**config.mk**
```make
export PLATFORM = sky130hd
export DESIGN_NAME = counter_seq_ctrl
export DESIGN_NICKNAME = d
export VERILOG_FILES = /design/src/rtl/counter_seq_ctrl_pkg.sv /design/src/rtl/counter_seq_core.sv /design/src/rtl/counter_seq_ctrl.sv
export SDC_FILE = /design/constraint.sdc
export NUM_CORES = 1
export LEC_CHECK = 0
export ABC_AREA = 1
export CAP_MARGIN = 20
export CORE_UTILIZATION = 49
export CTS_BUF_LIST = sky130_fd_sc_hd__clkbuf_8 sky130_fd_sc_hd__clkbuf_16
export DETAILED_ROUTE_END_ITERATION = 8
export PLACE_DENSITY_LB_ADDON = 0.12
export REMOVE_ABC_BUFFERS = 1
export SLEW_MARGIN = 30
export SYNTH_ARGS = -nofsm -noshare
export SYNTH_HDL_FRONTEND = slang
export SYNTH_SLANG_ARGS = --single-unit
```
**constraint.sdc**
```tcl
create_clock -name clk -period 2.7 [get_ports clk]
set_input_delay 0.675 -clock clk [delete_from_list [all_inputs] [get_ports clk]]
set_output_delay 0.675 -clock clk [all_outputs]
set_load 0.05 [all_outputs]
```
**src/rtl/counter_seq_ctrl_pkg.sv**
```systemverilog
// counter_seq_ctrl_pkg: shared state encoding and build defaults for the counter sequencer.
package counter_seq_ctrl_pkg;
    localparam int DEF_WIDTH = 4;
    localparam int DEF_LIMIT = 15;
    typedef enum logic [1:0] {
        ST_IDLE  = 2'b00,
        ST_RUN   = 2'b01,
        ST_PAUSE = 2'b10,
        ST_DONE  = 2'b11
    } state_t;
endpackage

```
**src/rtl/counter_seq_core.sv**
```systemverilog
// counter_seq_core: WIDTH-bit load/step register with terminal-value compare.
module counter_seq_core #(
    parameter int WIDTH = 4
) (
    input  logic             clk,
    input  logic             reset,
    input  logic             i_load,
    input  logic [WIDTH-1:0] i_load_val,
    input  logic             i_en,
    input  logic             i_down,
    input  logic [WIDTH-1:0] i_term_val,
    output logic [WIDTH-1:0] o_count,
    output logic             o_term
);
    logic [WIDTH-1:0] r_count;
    always_ff @(posedge clk or negedge reset) begin
        if (!reset)      r_count <= '0;
        else if (i_load) r_count <= i_load_val;
        else if (i_en)   r_count <= i_down ? r_count - 1'b1 : r_count + 1'b1;
    end
    assign o_count = r_count;
    assign o_term  = (r_count == i_term_val);
endmodule

```
**src/rtl/counter_seq_ctrl.sv**
```systemverilog
// counter_seq_ctrl: run/pause/done sequencer, limit latch, pulses and true/complement mux.
// Define COUNTER_SEQ_DOWN_EN to add the dir input and down-counting.
module counter_seq_ctrl
    import counter_seq_ctrl_pkg::*;
#(
    parameter int               WIDTH         = DEF_WIDTH,
    parameter logic [WIDTH-1:0] DEFAULT_LIMIT = WIDTH'(DEF_LIMIT)
) (
    input  logic             clk,
    input  logic             reset,
    input  logic             start,
    input  logic             stop,
    input  logic             oneshot,
    input  logic [WIDTH-1:0] limit,
    input  logic             out_inv,
`ifdef COUNTER_SEQ_DOWN_EN
    input  logic             dir,
`endif
    output logic [WIDTH-1:0] count,
    output logic [WIDTH-1:0] res,
    output logic             busy,
    output logic             done,
    output logic             wrap,
    output logic [1:0]       state
);
    state_t           r_state, w_state_nxt;
    logic [WIDTH-1:0] r_lim, w_count, w_load_val, w_entry_val;
    logic             r_done, r_wrap, w_done_nxt, w_wrap_nxt;
    logic             w_load, w_en, w_lim_ld, w_term, w_dir_in, w_dir_q;

`ifdef COUNTER_SEQ_DOWN_EN
    logic r_dir;
    always_ff @(posedge clk or negedge reset) begin
        if (!reset)        r_dir <= 1'b0;
        else if (w_lim_ld) r_dir <= dir;
    end
    assign w_dir_in = dir;
    assign w_dir_q  = r_dir;
`else
    assign w_dir_in = 1'b0;
    assign w_dir_q  = 1'b0;
`endif

    // Fresh runs seed from the incoming limit/direction; resumes keep the held count.
    assign w_entry_val = w_dir_in ? limit : '0;

    counter_seq_core #(.WIDTH(WIDTH)) u_core (
        .clk        (clk),
        .reset      (reset),
        .i_load     (w_load),
        .i_load_val (w_load_val),
        .i_en       (w_en),
        .i_down     (w_dir_q),
        .i_term_val (w_dir_q ? '0 : r_lim),
        .o_count    (w_count),
        .o_term     (w_term)
    );

    always_comb begin
        w_state_nxt = r_state;
        w_load      = 1'b0;
        w_load_val  = '0;
        w_en        = 1'b0;
        w_lim_ld    = 1'b0;
        w_done_nxt  = 1'b0;
        w_wrap_nxt  = 1'b0;
        case (r_state)
            ST_IDLE: if (start && !stop) begin
                w_state_nxt = ST_RUN;
                w_load      = 1'b1;
                w_load_val  = w_entry_val;
                w_lim_ld    = 1'b1;
            end
            ST_RUN: if (stop) begin
                w_state_nxt = ST_PAUSE;
            end else if (w_term && oneshot) begin
                w_state_nxt = ST_DONE;
                w_done_nxt  = 1'b1;
            end else if (w_term) begin
                w_load      = 1'b1;
                w_load_val  = w_dir_q ? r_lim : '0;
                w_wrap_nxt  = 1'b1;
            end else begin
                w_en        = 1'b1;
            end
            ST_PAUSE: if (stop) begin
                w_state_nxt = ST_IDLE;
                w_load      = 1'b1;
            end else if (start) begin
                w_state_nxt = ST_RUN;
            end
            default: if (stop) begin
                w_state_nxt = ST_IDLE;
                w_load      = 1'b1;
            end else if (start) begin
                w_state_nxt = ST_RUN;
                w_load      = 1'b1;
                w_load_val  = w_entry_val;
                w_lim_ld    = 1'b1;
            end
        endcase
    end

    always_ff @(posedge clk or negedge reset) begin
        if (!reset) begin
            r_state <= ST_IDLE;
            r_lim   <= DEFAULT_LIMIT;
            r_done  <= 1'b0;
            r_wrap  <= 1'b0;
        end else begin
            r_state <= w_state_nxt;
            r_done  <= w_done_nxt;
            r_wrap  <= w_wrap_nxt;
            if (w_lim_ld) r_lim <= limit;
        end
    end

    assign count = w_count;
    assign res   = out_inv ? ~w_count : w_count;
    assign busy  = (r_state == ST_RUN) || (r_state == ST_PAUSE);
    assign done  = r_done;
    assign wrap  = r_wrap;
    assign state = r_state;
endmodule

```
==> results of run 1 <==
==> critical path, stage by stage, from the launching register on <==
cell             delay, ns
dfrtp_1               0.41
inv_1                 0.08
ha_1                  0.27
clkdlybuf4s50_1       0.79
==> sequential cells by signal (all words and copies together), names as in the netlist <==
signal / flops
wrap: 1
done: 1
state: 2
r_lim: 4
u_core.o_count: 4
==> per-stage QoR <==
stage / instance area, µm² / setup WS, ns
detailed placement: 1090 / 0.298
finish: 1150 / 0.222
CTS: 1150 / 0.205
global placement: 1090 / 0.355
global route: 1150 / 0.146
floorplan: 811 / 0.511
==> worst max-delay path by stage <==
stage	from	end	slack, ns	cells after the start
floorplan	u_core.o_count[1]$_DFFE_PN0P_	res[1]	0.51	1
global placement	out_inv	res[2]	0.35	3
detailed placement	out_inv	res[1]	0.30	3
CTS	state[1]$_DFFE_PN0P_	busy	0.21	3
global route	state[1]$_DFFE_PN0P_	busy	0.15	3
finish	state[1]$_DFFE_PN0P_	busy	0.22	3
==> cells in the final DEF (no fill, tap or decap) <==
master / instances
nor2_4: 2
inv_1: 15
nand2_4: 2
clkinv_1: 1
xor2_1: 4
clkbuf_8: 4
nor3_1: 2
dfstp_2: 4
dfrtp_1: 8
a31oi_4: 1
buf_12: 4
ha_1: 5
nand2_2: 7
clkdlybuf4s50_1: 18
nand3_1: 6
a21oi_1: 5
o21ai_0: 1
nand2_1: 25
nor2_1: 12
nand4_1: 2
inv_2: 2
o21ai_2: 1
==> per-layer routing <==
layer  part of all wire [%]  wire (µm)  vias up
met5                      0          0        -
met4                    2.9         50        0
met3                    4.2         74        6
met2                     47        816       17
met1                     46        812      346
li1                       -          -      376
==> cells by family (layout without fill, tap and decap cells) <==
kind of cell | after synthesis | in the layout
buffers and inverters | 18 | 44
AOI/OAI and AO/OA | 8 | 8
and+or+nand+nor | 58 | 58
DFF | 12 | 12
adders and majority gates | 5 | 5
xor gates and xnor gates | 4 | 4
==> area by class of cell <==
class	count	area share, %
inverters	18	5.90
flip-flops and latches	12	26.6
repair buffers	22	22.7
multi-input cells	75	38.2
well taps	16	1.75
clock buffers	4	4.80
==> where the power goes <==
| group | switching [mW] | internal [mW] | leakage (nW) |
|---|---|---|---|
| combinational | 0.469 | 0.265 | 0.416 |
| clock | 0.0706 | 0.129 | 0.0288 |
| sequential | 0.0607 | 0.254 | 0.149 |
==> metrics.yaml, run 1 <==
worst_pin_slew_ns: 0.528
ys_top_cells_by_area: "dfrtp_1 (25%), dfstp_2 (13%), nand2_1 (12%)"
rr_endpoint: "u_core.o_count[2]$_DFFE_PN0P_"
die_w_um: 42.7
critPathMaxFanout: 5
dr.pass1.iters: 4
grt_pass1_vias: 710
cts-resized-gates: 0
worstPathArrival_ns: 1.80
min_to: "r_lim[3]$_DFFE_PN1P_"
async_flop_share_pct: 100
synth_common_cells: "nand2_1 (25), inv_1 (15), nor2_1 (12), dfrtp_1 (8), nand2_2 (7)"
dieHeight_um: 42.7
area_delta_synth_final_pct: 41.4
htreeDepth: 1
rrSetupSlack_ns: 1.24
synth_top_family_by_area: "simple AND/OR/NAND/NOR gates"
hold_path_depth: 2
fin_tns_setup_ns: 0
grt_remaining_overflow: 0
skew_ns: 0.00155
finalHoldViolations: 0
syn_area_um2: 811
register_area_um2: 305
cts-buffers-inserted: 3
critPathKind: "reg -> out"
multi_input_area_um2: 438
wl_per_cell_um: 11.9
drt_iter0_drc: 17
use_met1_pct: 27.9
peakVddDrop_mv: 0.918
hold_ws_ns: 0.490
syn_avg_cell_area_um2: 7.72
grt.met3_usage_pct: 6.38
r2r_start: "state[1]$_DFFE_PN0P_"
clkLatencyLatePin_ns: 0.24
synthSimpleGateAreaFrac_pct: 34.6
antenna_left: 0
grt_max_degree: 13
min_from: "r_lim[3]$_DFFE_PN1P_"
synthMuxAreaShare_pct: 0
rsz0062_at_grt: "no"
ys_types: 19
worstPathRequired_ns: 2.03
fillers: 114
gr-usage-met2_pct: 34.2
cts_tree: "built"
synth_xor_area_share_pct: 4.32
design.core.area_um2: 1520
portBuffers: 22
die_area_um2: 1820
yosysMostFrequentCell: "nand2_1"
initial_core_util_pct: 53.2
cts_setup_buffers: 0
final_cells: 147
relSlewSlack_pct: 64.7
start_kind: "flip-flop"
drive_gt1_share_pct: 20.6
ys_seq_elements: 12
drv_cap: 0
cp-end-kind: "output port"
synth_flop_cell: "dfrtp_1"
utilization_pct: 75.2
cts_sinks: 12
place_inst: 143
period_minus_slack_ns: 2.48
yosysTopAreaCell: "dfrtp_1"
remaining_drc_errors: 0
synth_edf_count: 0
grt_usage_pct: 22.7
viasPerCell: 5.07
power.density_nw_per_um2: 1090
clock_path_buffers: 2
status: "complete, no violations"
reg2regPathDepth: 9
row_count: 14
fin_nets: 147
period_share_pct: 91.8
yosysTopAreaCellShare_pct: 24.7
hold_class: "reg -> reg"
p_leak_nw: 0.594
grt_busiest_layer: "met2"
slew_violations: 0
antenna_found_initial: 0
root_buffer: "clkbuf_8"
wirelength_um: 1750
finalPower_mw: 1.25
finalSetupViolations: 0
synth_adder_area_share_pct: 7.72
num_io_pins: 23
ys.warnings.count: 0
antenna_cells: 0
clk_pin_slew_ns: 0.05
dp_hpwl_um: 1350
hold_buffers: 0
syn_inst: 105
vias: 745
grt_pass1_wl_um: 2970
seq_area_frac_synth_pct: 37.7
fmax_mhz: 404
synth_compound_area_share_pct: 7.41
gp_congestion: 0.827
No activity file was read; power rests on OpenSTA's default activity.
==> run 2, diff against run 1 <==
CTS_CLUSTER_DIAMETER = 60   (was unset)
==> results of run 2 <==
Same layout as run 1: the final DEF is identical, and so are final timing and power.
==> run 3, diff against run 2 <==
CAP_MARGIN = unset   (was 20)
CORE_UTILIZATION = 50   (was 49)
CTS_CLUSTER_DIAMETER = unset   (was 60)
SYNTH_HIERARCHICAL = 1   (was unset)
==> run 3 against run 2 <==
  * Via count up 1.1%
  * Critical path depth unchanged
  * Routed wire length down 0.11%
  * Synthesized area up 4.5%
  * Flip-flop and latch count unchanged
  * Register-to-register slack worse by 0.48 ns
  * Global-route usage down 0.25 points
  * Die area up 2.3%
  * Highest routed layer unchanged
==> metrics.yaml, run 3 <==
critPathKind: "reg -> out"
place_ws_ns: 0.297
fin_nets: 161
cts_setup_buffers: 0
relSlewSlack_pct: 62.5
final_cells: 159
hold_buffers: 0
cts-resized-gates: 0
antenna_cells: 0
portBuffers: 22
num_io_pins: 23
yosysTopAreaCellShare_pct: 23.6
fmax_mhz: 396
cp_slowest_cell: "clkdlybuf4s50_1"
cp-end-kind: "output port"
grt_usage_pct: 22.4
die_w_um: 43.2
power.density_nw_per_um2: 1420
wl_per_cell_um: 11.0
syn_avg_cell_area_um2: 7.70
grt_remaining_overflow: 0
synth_xor_area_share_pct: 9.31
async_flop_share_pct: 100
p_leak_nw: 0.614
area_delta_synth_final_pct: 42.7
finalHoldViolations: 0
crit_buf_inv: 2
clock_path_buffers: 2
layout_commonest_cell: "nand2_1"
clkLatencyLatePin_ns: 0.25
rsz0062_at_grt: "no"
cts-buffers-inserted: 3
peakVddDrop_mv: 0.956
drive_gt1_share_pct: 14.0
row_count: 14
grt_max_degree: 13
die_area_um2: 1860
met1Wirelength_um: 796
synth_flop_cell: "dfrtp_1"
hold_class: "reg -> reg"
vias: 753
root_buffer: "clkbuf_8"
synth_adder_area_share_pct: 11.2
antenna_found_initial: 0
synth_compound_area_share_pct: 8.12
skew_ns: 0.000738
synth_common_cells: "nand2_1 (29), inv_1 (21), dfrtp_1 (8), xor2_1 (7)"
status: "complete, no violations"
dp_hpwl_um: 1330
cts_sinks: 12
cp_cell_sequence: "inv_1, ha_1, clkdlybuf4s50_1"
syn_inst: 110
drt_iter0_drc: 13
synthMuxAreaShare_pct: 0
drv_cap: 0
final_cell_mix: "nand2_1 (29), inv_1 (21), clkdlybuf4s50_1 (18)"
wl_met3_um: 54
setup_ws_ns: 0.173
synth_edf_count: 0
design.core.area_um2: 1540
dr.pass1.iters: 4
yosysMostFrequentCell: "nand2_1"
yosysTopAreaCell: "dfrtp_1"
gp_congestion: 0.792
initial_core_util_pct: 55.0
critPathMaxFanout: 5
grt_pass1_vias: 711
period_minus_slack_ns: 2.53
dieHeight_um: 43.2
ys_seq_elements: 12
seq_area_frac_synth_pct: 36.0
place_inst: 155
max_stage_delay_ns: 0.80
antenna_left: 0
worstPathArrival_ns: 1.85
remaining_drc_errors: 0
ys_top_cells_by_area: "dfrtp_1 (24%), nand2_1 (13%), dfstp_2 (12%)"
ys.warnings.count: 6
grt_pass1_wl_um: 3050
start_kind: "flip-flop"
worstPathRequired_ns: 2.03
syn_area_um2: 847
routed.top_layer: "met4"
wirelength_um: 1750
htreeDepth: 1
cts_tree: "built"
finalSetupViolations: 0
ys_types: 22
slew_violations: 0
fillers: 113
worst_pin_slew_ns: 0.561
viasPerCell: 4.74
clk_pin_slew_ns: 0.05
synthSimpleGateAreaFrac_pct: 25.6
wl_met2_um: 879
period_share_pct: 93.6
fin_tns_setup_ns: 0
cp_top_family: "buffers and inverters"
synth_top_family_by_area: "simple AND/OR/NAND/NOR gates"
run 3: cell count changes after synthesis, sizes merged, moves of 2 or more:
| cell | delta |
|---|---|
| a21oi | -4 |
| a22oi | +2 |
| inv | +4 |
| nand2 | -3 |
| nor2 | -4 |
| o211ai | +2 |
| o21ai | +4 |
| xnor2 | +2 |
| xor2 | +3 |
run 3: final timing paths:
kind,from,to,slack (ns),cells after the start
setup / recovery,state[0]$_DFFE_PN0P_,busy,0.17,3
hold / removal,r_lim[1]$_DFFE_PN1P_,r_lim[1]$_DFFE_PN1P_,0.48,2
setup reg to reg,r_lim[3]$_DFFE_PN1P_,u_core/o_count[2]$_DFFE_PN0P_,0.76,12
hold reg to reg,r_lim[1]$_DFFE_PN1P_,r_lim[1]$_DFFE_PN1P_,0.48,2
max in group asynchronous,reset,r_lim[0]$_DFFE_PN1P_,1.54,1
min in group asynchronous,reset,u_core/o_count[3]$_DFFE_PN0P_,0.79,1
run 3: routing by layer:
| metal | GRT usage [%] | vias to the layer above |
|---|---|---|
| li1 | - | 394 |
| met1 | 28.7 | 342 |
| met2 | 37.0 | 15 |
| met3 | 5.11 | 2 |
| met4 | 7.27 | 0 |
| met5 | 0 | - |
run 3: cell type report:
type	count	area, µm²	share of cell area (%)
sequential	12	305	25.3
timing repair buffer	22	260	21.5
clock buffer	4	55.1	4.55
inverter	21	78.8	6.52
tap	16	20.0	1.66
multi-input combinational	84	489	40.5
run 3: per-stage QoR:
step                      hold WS (ns)  total power [mW]  cell area [µm²]  util [%]
after detailed placement         0.480              1.51             1150      74.8
after floorplan                  0.379              1.13              873         -
after global placement           0.472              1.48             1150      74.8
after CTS                        0.489              1.72             1210      78.4
final                            0.485              1.71             1210      78.4
after global routing             0.508              1.83             1210      78.4
run 3: report_power, final:
part           internal (mW)  switching (mW)
clock network          0.129          0.0723
logic                  0.441           0.689
registers              0.276           0.103
total                  0.846           0.864
run 3: cells by family after synthesis:
logic type	count (synthesis)
buffers and inverters	21
flip-flops	12
other	1
AND/OR/NAND/NOR	49
XOR/XNOR	9
adder cells (fa/ha/maj)	7
AO/OA/AOI/OAI	11
run 3: worst reg2reg max path, cell delays in order, from the launching register on:
cell and delay [ns]:
dfstp_2 0.54, xnor2_1 0.11, nand2_1 0.07, nor3_1 0.29, inv_1 0.07, nor2_1 0.09, nand2_1 0.07, nand3_1 0.07
nand2_1 0.05, inv_1 0.16, nor2_2 0.09, a22oi_1 0.13, o21ai_1 0.09
